File: config.mk
export PLATFORM = sky130hd
export DESIGN_NAME = axi_wburst_master
export DESIGN_NICKNAME = d
export VERILOG_FILES = /design/src/rtl/axi_wburst_master_pkg.sv /design/src/rtl/axi_wburst_master_calc.sv /design/src/rtl/axi_wburst_master.sv
export SDC_FILE = /design/constraint.sdc
export NUM_CORES = 1
export LEC_CHECK = 0
export ABC_AREA = 1
export ABC_CLOCK_PERIOD_IN_PS = 11700
export CAP_MARGIN = 20
export CELL_PAD_IN_SITES_DETAIL_PLACEMENT = 0
export CELL_PAD_IN_SITES_GLOBAL_PLACEMENT = 2
export CORE_MARGIN = 8
export CORE_UTILIZATION = 29
export DETAILED_ROUTE_END_ITERATION = 16
export PLACE_DENSITY = 0.91
export REMOVE_ABC_BUFFERS = 1
export SETUP_SLACK_MARGIN = 0.5
export SLEW_MARGIN = 10
export SYNTH_ARGS = -nofsm -noshare
export SYNTH_HDL_FRONTEND = slang
export SYNTH_HIERARCHICAL = 1
export SYNTH_SLANG_ARGS = --single-unit
export TNS_END_PERCENT = 1
File: constraint.sdc
create_clock -name clk -period 11.7 [get_ports clk]
set_input_delay 2.34 -clock clk [delete_from_list [all_inputs] [get_ports clk]]
set_output_delay 2.34 -clock clk [all_outputs]
set_load 0.05 [all_outputs]
File: src/rtl/axi_wburst_master_pkg.sv
// Shared state encoding and AXI response codes for the burst write master.
package enuming;
    typedef logic [2:0] state_t;

    localparam state_t ST_IDLE = 3'd0;
    localparam state_t ST_CALC = 3'd1;
    localparam state_t ST_ADDR = 3'd2;
    localparam state_t ST_DATA = 3'd3;
    localparam state_t ST_RESP = 3'd4;
    localparam state_t ST_DONE = 3'd5;

    localparam logic [1:0] RESP_OKAY   = 2'b00;
    localparam logic [1:0] RESP_EXOKAY = 2'b01;
    localparam logic [1:0] RESP_SLVERR = 2'b10;
    localparam logic [1:0] RESP_DECERR = 2'b11;

    // Severity order matches the numeric encoding, so the worst response is the max.
    function automatic logic [1:0] resp_max(input logic [1:0] a, input logic [1:0] b);
        return (a > b) ? a : b;
    endfunction
endpackage

File: src/rtl/axi_wburst_master_calc.sv
// Combinational burst sizing: length limited by remaining beats, boundary room and MAX_LEN.
module axi_wburst_calc #(
    parameter int ADDR_WIDTH = 16,
    parameter int MAX_LEN    = 255,
    parameter int BOUNDARY   = 4096
) (
    input  logic [ADDR_WIDTH-1:0] addr,
    input  logic [15:0]           remaining,
    input  logic [2:0]            size,
    output logic [8:0]            burst_beats,
    output logic [ADDR_WIDTH-1:0] next_addr,
    output logic [15:0]           next_remaining
);
    logic [31:0] offset, room_beats, beats;

    always_comb begin
        offset     = 32'(addr) & 32'(BOUNDARY - 1);
        room_beats = (32'(BOUNDARY) - offset) >> size;
        beats      = 32'(remaining);
        if (room_beats < beats)
            beats = room_beats;
        if ((32'(MAX_LEN) + 32'd1) < beats)
            beats = 32'(MAX_LEN) + 32'd1;
        burst_beats    = beats[8:0];
        // Truncation to ADDR_WIDTH gives the modulo-2^ADDR_WIDTH wrap.
        next_addr      = addr + ADDR_WIDTH'(beats << size);
        next_remaining = remaining - beats[15:0];
    end
endmodule

File: src/rtl/axi_wburst_master.sv
// AXI4 write master: splits a command into boundary/length-legal bursts, one outstanding at a time.
module axi_wburst_master
    import enuming::*;
#(
    parameter int DATA_WIDTH = 32,
    parameter int ADDR_WIDTH = 16,
    parameter int MAX_LEN    = 255,
    parameter int BOUNDARY   = 4096
) (
    input  logic                  clk,
    input  logic                  ARESET,
    input  logic                  cmd_valid,
    output logic                  cmd_ready,
    input  logic [ADDR_WIDTH-1:0] cmd_addr,
    input  logic [15:0]           cmd_beats,
    input  logic [2:0]            cmd_size,
    input  logic [DATA_WIDTH-1:0] in_data,
    input  logic                  in_valid,
    output logic                  in_ready,
    output logic [ADDR_WIDTH-1:0] AWADDR,
    output logic [7:0]            AWLEN,
    output logic [2:0]            AWSIZE,
    output logic                  AWVALID,
    input  logic                  AWREADY,
    output logic [DATA_WIDTH-1:0] WDATA,
    output logic                  WLAST,
    output logic                  WVALID,
    input  logic                  WREADY,
    input  logic [1:0]            BRESP,
    input  logic                  BVALID,
    output logic                  BREADY,
    output logic                  done,
    output logic [1:0]            done_resp
);
    localparam int MAX_SIZE = $clog2(DATA_WIDTH / 8);

    state_t                state;
    logic [ADDR_WIDTH-1:0] addr_q;
    logic [15:0]           rem_q;
    logic [2:0]            size_q;
    logic [7:0]            len_q;
    logic [7:0]            beat_cnt;
    logic [1:0]            agg_q;
    logic [1:0]            done_resp_q;

    logic [8:0]            calc_beats;
    logic [ADDR_WIDTH-1:0] calc_addr;
    logic [15:0]           calc_rem;
    logic [31:0]           align_mask;
    logic                  cmd_bad;
    logic                  in_data_ph;
    logic                  w_fire;
    logic [1:0]            agg_next;

    axi_wburst_calc #(
        .ADDR_WIDTH(ADDR_WIDTH),
        .MAX_LEN   (MAX_LEN),
        .BOUNDARY  (BOUNDARY)
    ) u_calc (
        .addr          (addr_q),
        .remaining     (rem_q),
        .size          (size_q),
        .burst_beats   (calc_beats),
        .next_addr     (calc_addr),
        .next_remaining(calc_rem)
    );

    always_comb begin
        align_mask = (32'd1 << size_q) - 32'd1;
        cmd_bad    = (size_q > 3'(MAX_SIZE)) || ((32'(addr_q) & align_mask) != 32'd0);
        agg_next   = resp_max(agg_q, BRESP);
    end

    // cmd_ready is masked by reset so every output reads 0 while ARESET is held.
    assign cmd_ready  = (state == ST_IDLE) && !ARESET;
    assign AWVALID    = (state == ST_ADDR);
    assign AWADDR     = AWVALID ? addr_q : '0;
    assign AWLEN      = AWVALID ? len_q : '0;
    assign AWSIZE     = AWVALID ? size_q : '0;
    assign in_data_ph = (state == ST_DATA);
    assign WVALID     = in_data_ph && in_valid;
    assign in_ready   = in_data_ph && WREADY;
    assign WDATA      = in_data_ph ? in_data : '0;
    assign WLAST      = in_data_ph && (beat_cnt == len_q);
    assign w_fire     = WVALID && WREADY;
    assign BREADY     = (state == ST_RESP);
    assign done       = (state == ST_DONE);
    assign done_resp  = done_resp_q;

    always_ff @(posedge clk or posedge ARESET) begin
        if (ARESET) begin
            state       <= ST_IDLE;
            addr_q      <= '0;
            rem_q       <= '0;
            size_q      <= '0;
            len_q       <= '0;
            beat_cnt    <= '0;
            agg_q       <= RESP_OKAY;
            done_resp_q <= RESP_OKAY;
        end else begin
            case (state)
                ST_IDLE: if (cmd_valid) begin
                    addr_q <= cmd_addr;
                    rem_q  <= cmd_beats;
                    size_q <= cmd_size;
                    agg_q  <= RESP_OKAY;
                    state  <= ST_CALC;
                end
                ST_CALC: begin
                    if (rem_q == 16'd0) begin
                        done_resp_q <= agg_q;
                        state       <= ST_DONE;
                    end else if (cmd_bad) begin
                        done_resp_q <= resp_max(agg_q, RESP_SLVERR);
                        state       <= ST_DONE;
                    end else begin
                        len_q    <= 8'(calc_beats - 9'd1);
                        beat_cnt <= '0;
                        state    <= ST_ADDR;
                    end
                end
                ST_ADDR: if (AWREADY) state <= ST_DATA;
                ST_DATA: if (w_fire) begin
                    if (WLAST) begin
                        beat_cnt <= '0;
                        state    <= ST_RESP;
                    end else begin
                        beat_cnt <= beat_cnt + 8'd1;
                    end
                end
                // addr_q/rem_q are untouched since CALC, so calc outputs still describe this burst.
                ST_RESP: if (BVALID) begin
                    agg_q  <= agg_next;
                    addr_q <= calc_addr;
                    rem_q  <= calc_rem;
                    if (calc_rem != 16'd0) begin
                        state <= ST_CALC;
                    end else begin
                        done_resp_q <= agg_next;
                        state       <= ST_DONE;
                    end
                end
                ST_DONE: state <= ST_IDLE;
                default: state <= ST_IDLE;
            endcase
        end
    end
endmodule

# After elaboration in Yosys (flattened, before gate mapping)
# Index checks and enable logic that the tools add are counted.
[word_totals]
register_bits = 58
wordCells = 96
latch_bits = 0
output_inout_bits = 68
ramBits = 0
romBits = 0
inputBits = 76
mem_count = 0
[classes]
n_mux = 36
order_cmp = 5
shifts = 3
n_reduce_logical = 20
bitwise_logic = 3
n_addsub = 6
mul = 0
eq_ne = 15
div = 0
[op_table]
columns = ["cell", "n"]
rows = [
  ["two-way mux 32 bit", 3],
  ["two-way mux 16 bit", 5],
  ["case mux 16 bit (2 select lines)", 2],
  ["two-way mux 8 bit", 5],
  ["bitwise AND 16 x 32 -> 32 bit", 1],
  ["< comparator 32 x 16 -> 1 bit", 1],
  ["< comparator 9 x 32 -> 1 bit, first input constant", 1],
  ["nonzero test 32 bit", 1],
  ["<< shifter 1 x 3 -> 32 bit, first input constant", 1],
  ["<< shifter 32 x 3 -> 16 bit", 1],
  ["right shift 32 x 3 -> 32 bit", 1],
  ["subtractor 32 x 1 -> 32 bit, second input constant", 1],
  ["two-way mux 3 bit", 9],
  ["adder 16 bit", 1],
  ["zero test 16 bit", 1],
  ["two-way mux 2 bit", 8],
  ["case mux 8 bit (2 select lines)", 1],
  ["nonzero test 16 bit", 1],
  ["subtractor 16 bit", 1],
  ["case mux 3 bit (5 select lines)", 1],
  ["subtractor 13 x 12 -> 14 bit, first input constant", 1],
  ["inequality test 2 bit, second input constant", 6],
  ["adder 8 x 1 -> 8 bit, second input constant", 1],
  ["== test 8 bit", 1],
  ["other kinds (20)", 33],
]

# Depth between registers and ports, before layout
[logic_depth]
word_depth = 11
mapped_depth = 58
depth_no_buf = 56

# Hierarchy
# Netlist, hierarchy kept.
[by_module_without_submodules]
columns = ["mod", "cells_per_inst", "seq_area_each_um2", "instances", "area_each_um2"]
rows = [
  ["axi_wburst_master", 574, 1451.4, 1, 3778.6],
  ["axi_wburst_calc", 496, 0.0, 1, 2819.0],
]

# Least setup slack after synthesis
# No wires, ideal clock.
[synth_timing]
path_kind = "register to register"
from = "register addr_q[1]"
to = "register done_resp_q[1] (netlist: done_resp[1])"
path_slack_ns = 5.080
t_arrival_ns = 6.503
t_required_ns = 11.582
n_path_buf = 2
setup_time_ns = 0.118
stages_incl_launch_ff = 54
period_less_slack_ns = 6.620
path_cell_list = "dfrtp_1 inv_1 ha_1 inv_1 nor2_2 nand3_1 nor2_1 nand2_1 xor2_1 o21ai_1 mux2i_1 nand2_1 inv_1 ha_1 nand2_1 o21ai_0 a21oi_1 or3b_2 (+18 left out) a21oi_1 nor2_1 nor2_1 o21bai_1 a21oi_1 o21ai_0 a21oi_1 o21ai_0 xor2_1 nor2_1 nand2_1 nor2_1 nand3_1 nand2_1 nand3_1 inv_1 nand2_1 nand2_1"
[synth_via]
elab_chain_len = 10
word_cells_on_any_way = 14
classes_between = "add/sub: 2; order compare: 2; eq/ne: 2; shift: 1; mux: 2; bitwise: 1; reduce/logical: 4"
[synth_lines]
columns = ["item", "line_no", "text"]
rows = [
  ["start: declaration", "axi_wburst_master.sv:38", "logic [ADDR_WIDTH-1:0] addr_q;"],
  ["start signal: assignment", "axi_wburst_master.sv:103", "addr_q <= cmd_addr;"],
  ["start signal: assignment", "axi_wburst_master.sv:134", "addr_q <= calc_addr;"],
  ["subtractor 13 x 12 -> 14 bit (*)", "axi_wburst_master_calc.sv:18", "room_beats = (32'(BOUNDARY) - offset) >> size;"],
  ["right shift 32 x 3 -> 32 bit (*)", "axi_wburst_master_calc.sv:18", ""],
  ["< comparator 32 x 16 -> 1 bit", "axi_wburst_master_calc.sv:20", "if (room_beats < beats)"],
  ["two-way mux 32 bit (*)", "axi_wburst_master_calc.sv:20", ""],
  ["< comparator 9 x 32 -> 1 bit", "axi_wburst_master_calc.sv:22", "if ((32'(MAX_LEN) + 32'd1) < beats)"],
  ["two-way mux 32 bit (*)", "axi_wburst_master_calc.sv:22", ""],
  ["net calc_beats[3]", "axi_wburst_master.sv:46", "logic [8:0] calc_beats;"],
  ["subtractor 16 bit (*)", "axi_wburst_master_calc.sv:27", "next_remaining = remaining - beats[15:0];"],
  ["net calc_rem[14]", "axi_wburst_master.sv:48", "logic [15:0] calc_rem;"],
  ["nonzero test 16 bit (*)", "axi_wburst_master.sv:136", "if (calc_rem != 16'd0) begin"],
  ["inequality test 2 bit (no line) (*)", "--", ""],
  ["AND reduction 4 bit (no line) (*)", "--", ""],
  ["end signal: assignment", "axi_wburst_master.sv:111", "done_resp_q <= agg_q;"],
  ["end signal: assignment", "axi_wburst_master.sv:114", "done_resp_q <= resp_max(agg_q, RESP_SLVERR);"],
  ["end signal: assignment", "axi_wburst_master.sv:139", "done_resp_q <= agg_next;"],
  ["end: declaration", "axi_wburst_master.sv:44", "logic [1:0] done_resp_q;"],
]
# The timed path passes the listed nets; every way through them passes the cells marked *.
# A chain may end at the register's enable or synchronous reset.

# Worst setup path in the final report
[layout_timing]
from = "register addr_q[0]"
to = "register done_resp_q[1] (netlist: done_resp[1])"
# Same word-level chain as after synthesis.

==> metrics <==
status completed; main flop type after synthesis dfrtp_1; die area 0.02783 sq mm; DP HPWL 16.41 mm; TritonCTS clock tree done; max-slew violations 0; initial antenna violation count 0; Mapped Cells 1070; Core Footprint 0.02250 sq mm; grt total ovfl 0; RePlAce Congestion 0.8618; routed len/inst 14.14 um; RSZ-0062 raised after global routing no; antenna viol nets, final 0; # fillers 2453; synthesis-to-layout area growth 29.36%; met2 usage 0.2414; EDFF count, synth 0; final core occ 0.3793; clock sinks 58; first-pass GRT wire length 34.35 mm; post-cts resize count 0; Max Cap Viol 0; R2R Setup Slk 3620 ps; Post-synth ARST share 1.000; htree depth 3; placed inst area 0.008180 sq mm; Sequential Power Share 0.163; CP max stage delay 590 ps; clk_skew 10.70 ps; Critical Path RT 11990 ps; antenna diode count 0; Setup TNS 0 ps; Worst Hold Class flop to flop; CP max-delay cell or3b_2; grt peak-use layer met2; Final Hold Fails 0; post-CTS setup buffer count 0; post-route cell area 0.008534 sq mm; pre-CTS WS 3743 ps; P_leak 4.261 nW; fmax 0.1238 GHz; PnR Total Power 0.002675 W; Critical Path Start addr_q[0]$_DFFE_PP0P_; register bit count reported by yosys 58; final wirelength 20.92 mm; 1st-iter DRT viols 371; most used cell, CP nor2_1; final setup margin 3624 ps; cell-internal power 0.001186 W; Die Width 166.8 um; Root Driver clkbuf_16; M3 GR Usage 0.03026; RR Startpoint addr_q[0]$_DFFE_PP0P_; crit path capture type flop; vias per cell 4.666; clock latency on the worst-skew pair 350 ps; Arr. time, crit path 8360 ps; setup violators final 0; Worst Tran Pin Value 891.4 ps; I/O pin cnt 144; beginning of the worst hold path agg_q[0]$_DFFE_PP0P_; NetSw 0.001489 W; CP startpoint kind flop; cts bufs inserted 9; synth unique cells 45; Mapped Area 0.006598 sq mm; grt met1 use 0.1982; die height 166.8 um; First-pass DRT Iterations 5; CTS Hold Bufs 0; Longest Clk Path Bufs 2; Mean Syn Cell Area 6.166 sq um; power share of the combinational group 0.726; Nets 1317; Clock power frac 0.111; largest net degree at the start of global routing 64; vias in the first global route 6787; Worst-path clk slew 60 ps; Synth Warn # 6; slew margin rel. 0.4057; Port Buffers 143; DRC 0; crit-path max FO 20; Cell Pwr Density 313.4 mW/mm^2; final period utilization 0.6903; gr usage total 0.1496; row cnt 55; via count 6906; post-synthesis sequential area ratio 0.2200; Initial Util 0.2932; layout cells sized above 1 0.04686; Peak VDD IR 0.1111 mV; crit path kind flop to flop; post-layout minimum cycle time 8076 ps; Net Sw Frac 0.5566
==> state kept, by name (all words and copies together), names as in the netlist <==
register and cells:
len_q 8, done_resp 2, agg_q 2, state 3, rem_q 16, size_q 3, beat_cnt 8, addr_q 16
==> cell families after synthesis <==
group                    synth area share
AND/OR/NAND/NOR                    0.3637
buffers and inverters              0.1301
AO/OA/AOI/OAI                      0.1187
flip-flops                         0.2200
adder cells (fa/ha/maj)           0.09900
XOR/XNOR                          0.06638
other                           0.0005684
multiplexers                     0.001517
==> cell usage after synthesis, types with 4 or more instances <==
cell / n / area (sq um)
nand4_1: 7 / 43.79
buf_6: 7 / 78.83
buf_4: 4 / 30.03
nand3_2: 6 / 60.06
inv_2: 4 / 15.01
nand3_1: 92 / 460.4
o21ai_1: 7 / 35.03
dfrtp_1: 58 / 1451
nor2_1: 174 / 653.1
xor2_1: 33 / 289.0
buf_2: 13 / 65.06
nor3_1: 4 / 20.02
o21ai_0: 45 / 225.2
ha_1: 49 / 613.1
a31oi_1: 33 / 206.5
xnor2_1: 17 / 148.9
nand2_1: 254 / 953.4
nand2_2: 11 / 68.82
clkbuf_1: 16 / 60.06
inv_1: 157 / 589.3
o21bai_1: 6 / 45.04
a21oi_1: 40 / 200.2
==> area by class of cell <==
type                    count  area [sq um]  share of cell area
clock inverters             7         101.3             0.01188
clock buffers               9         225.2             0.02639
multi-input cells         811          4307              0.5046
inverters                 163         611.8             0.07169
well taps                 285         356.6             0.04178
repair buffers            147          1481              0.1736
flip-flops and latches     58          1451              0.1701
==> power groups by stage <==
stage	Sequential (W)	Clock (W)	Combinational, W
detailed placement	0.000441	0	0.00193
global placement	0.000441	0	0.00194
floorplan	0.000401	0	0.00149
global route	0.000457	0.000312	0.00222
CTS	0.000438	0.000304	0.00195
finish	0.000435	0.000298	0.00194
==> critical path, delay by kind of cell, from the launching register on <==
| kind | cells | cell delay [ps] |
|---|---|---|
| DFF | 1 | 450 |
| adders and majority gates | 3 | 750 |
| buffers and inverters | 6 | 620 |
| and+or+nand+nor | 26 | 4020 |
| xor gates and xnor gates | 1 | 120 |
| AOI/OAI and AO/OA | 15 | 2100 |
==> path summary, 6_finish.rpt <==
| kind | to | cells after the start |
|---|---|---|
| worst max register to register | done_resp[1]$_DFFE_PP0P_ | 51 |
| worst min register to register | agg_q[0]$_DFFE_PP0P_ | 2 |
| worst min-delay path | agg_q[0]$_DFFE_PP0P_ | 2 |
| worst max-delay path | done_resp[1]$_DFFE_PP0P_ | 51 |
| min in group asynchronous | beat_cnt[7]$_DFFE_PP0P_ | 3 |
| max in group asynchronous | addr_q[3]$_DFFE_PP0P_ | 3 |
==> routing by layer <==
metal / vias to the layer above / share of wire
li1: 3623 / -
met1: 3069 / 0.49
met2: 196 / 0.44
met3: 18 / 0.061
met4: 0 / 0.015
met5: - / 0
==> through the flow <==
step / std cells / hold slack [ps]
2_1_floorplan: 1032 / 475.1
3_3_place_gp: 1463 / 499.2
3_5_place_dp: 1463 / 502.5
4_1_cts: 1479 / 517.9
5_1_grt: 1480 / 544.5
6_report: 1480 / 514.6
==> layout by cell type, fill, tap and decap left out, drive strengths merged, types with 6 or more instances in the layout <==
cell type and n:
nand2 267, nor2 180, inv 163, clkdlybuf4s50 143, nand3 98, dfrtp 58
o21ai 55, ha 49, a21oi 40, a31oi 33, xor2 33, xnor2 17
clkbuf 9, nand4 7, o21bai 6, conb 6
No activity file was read; power rests on OpenSTA's default activity.
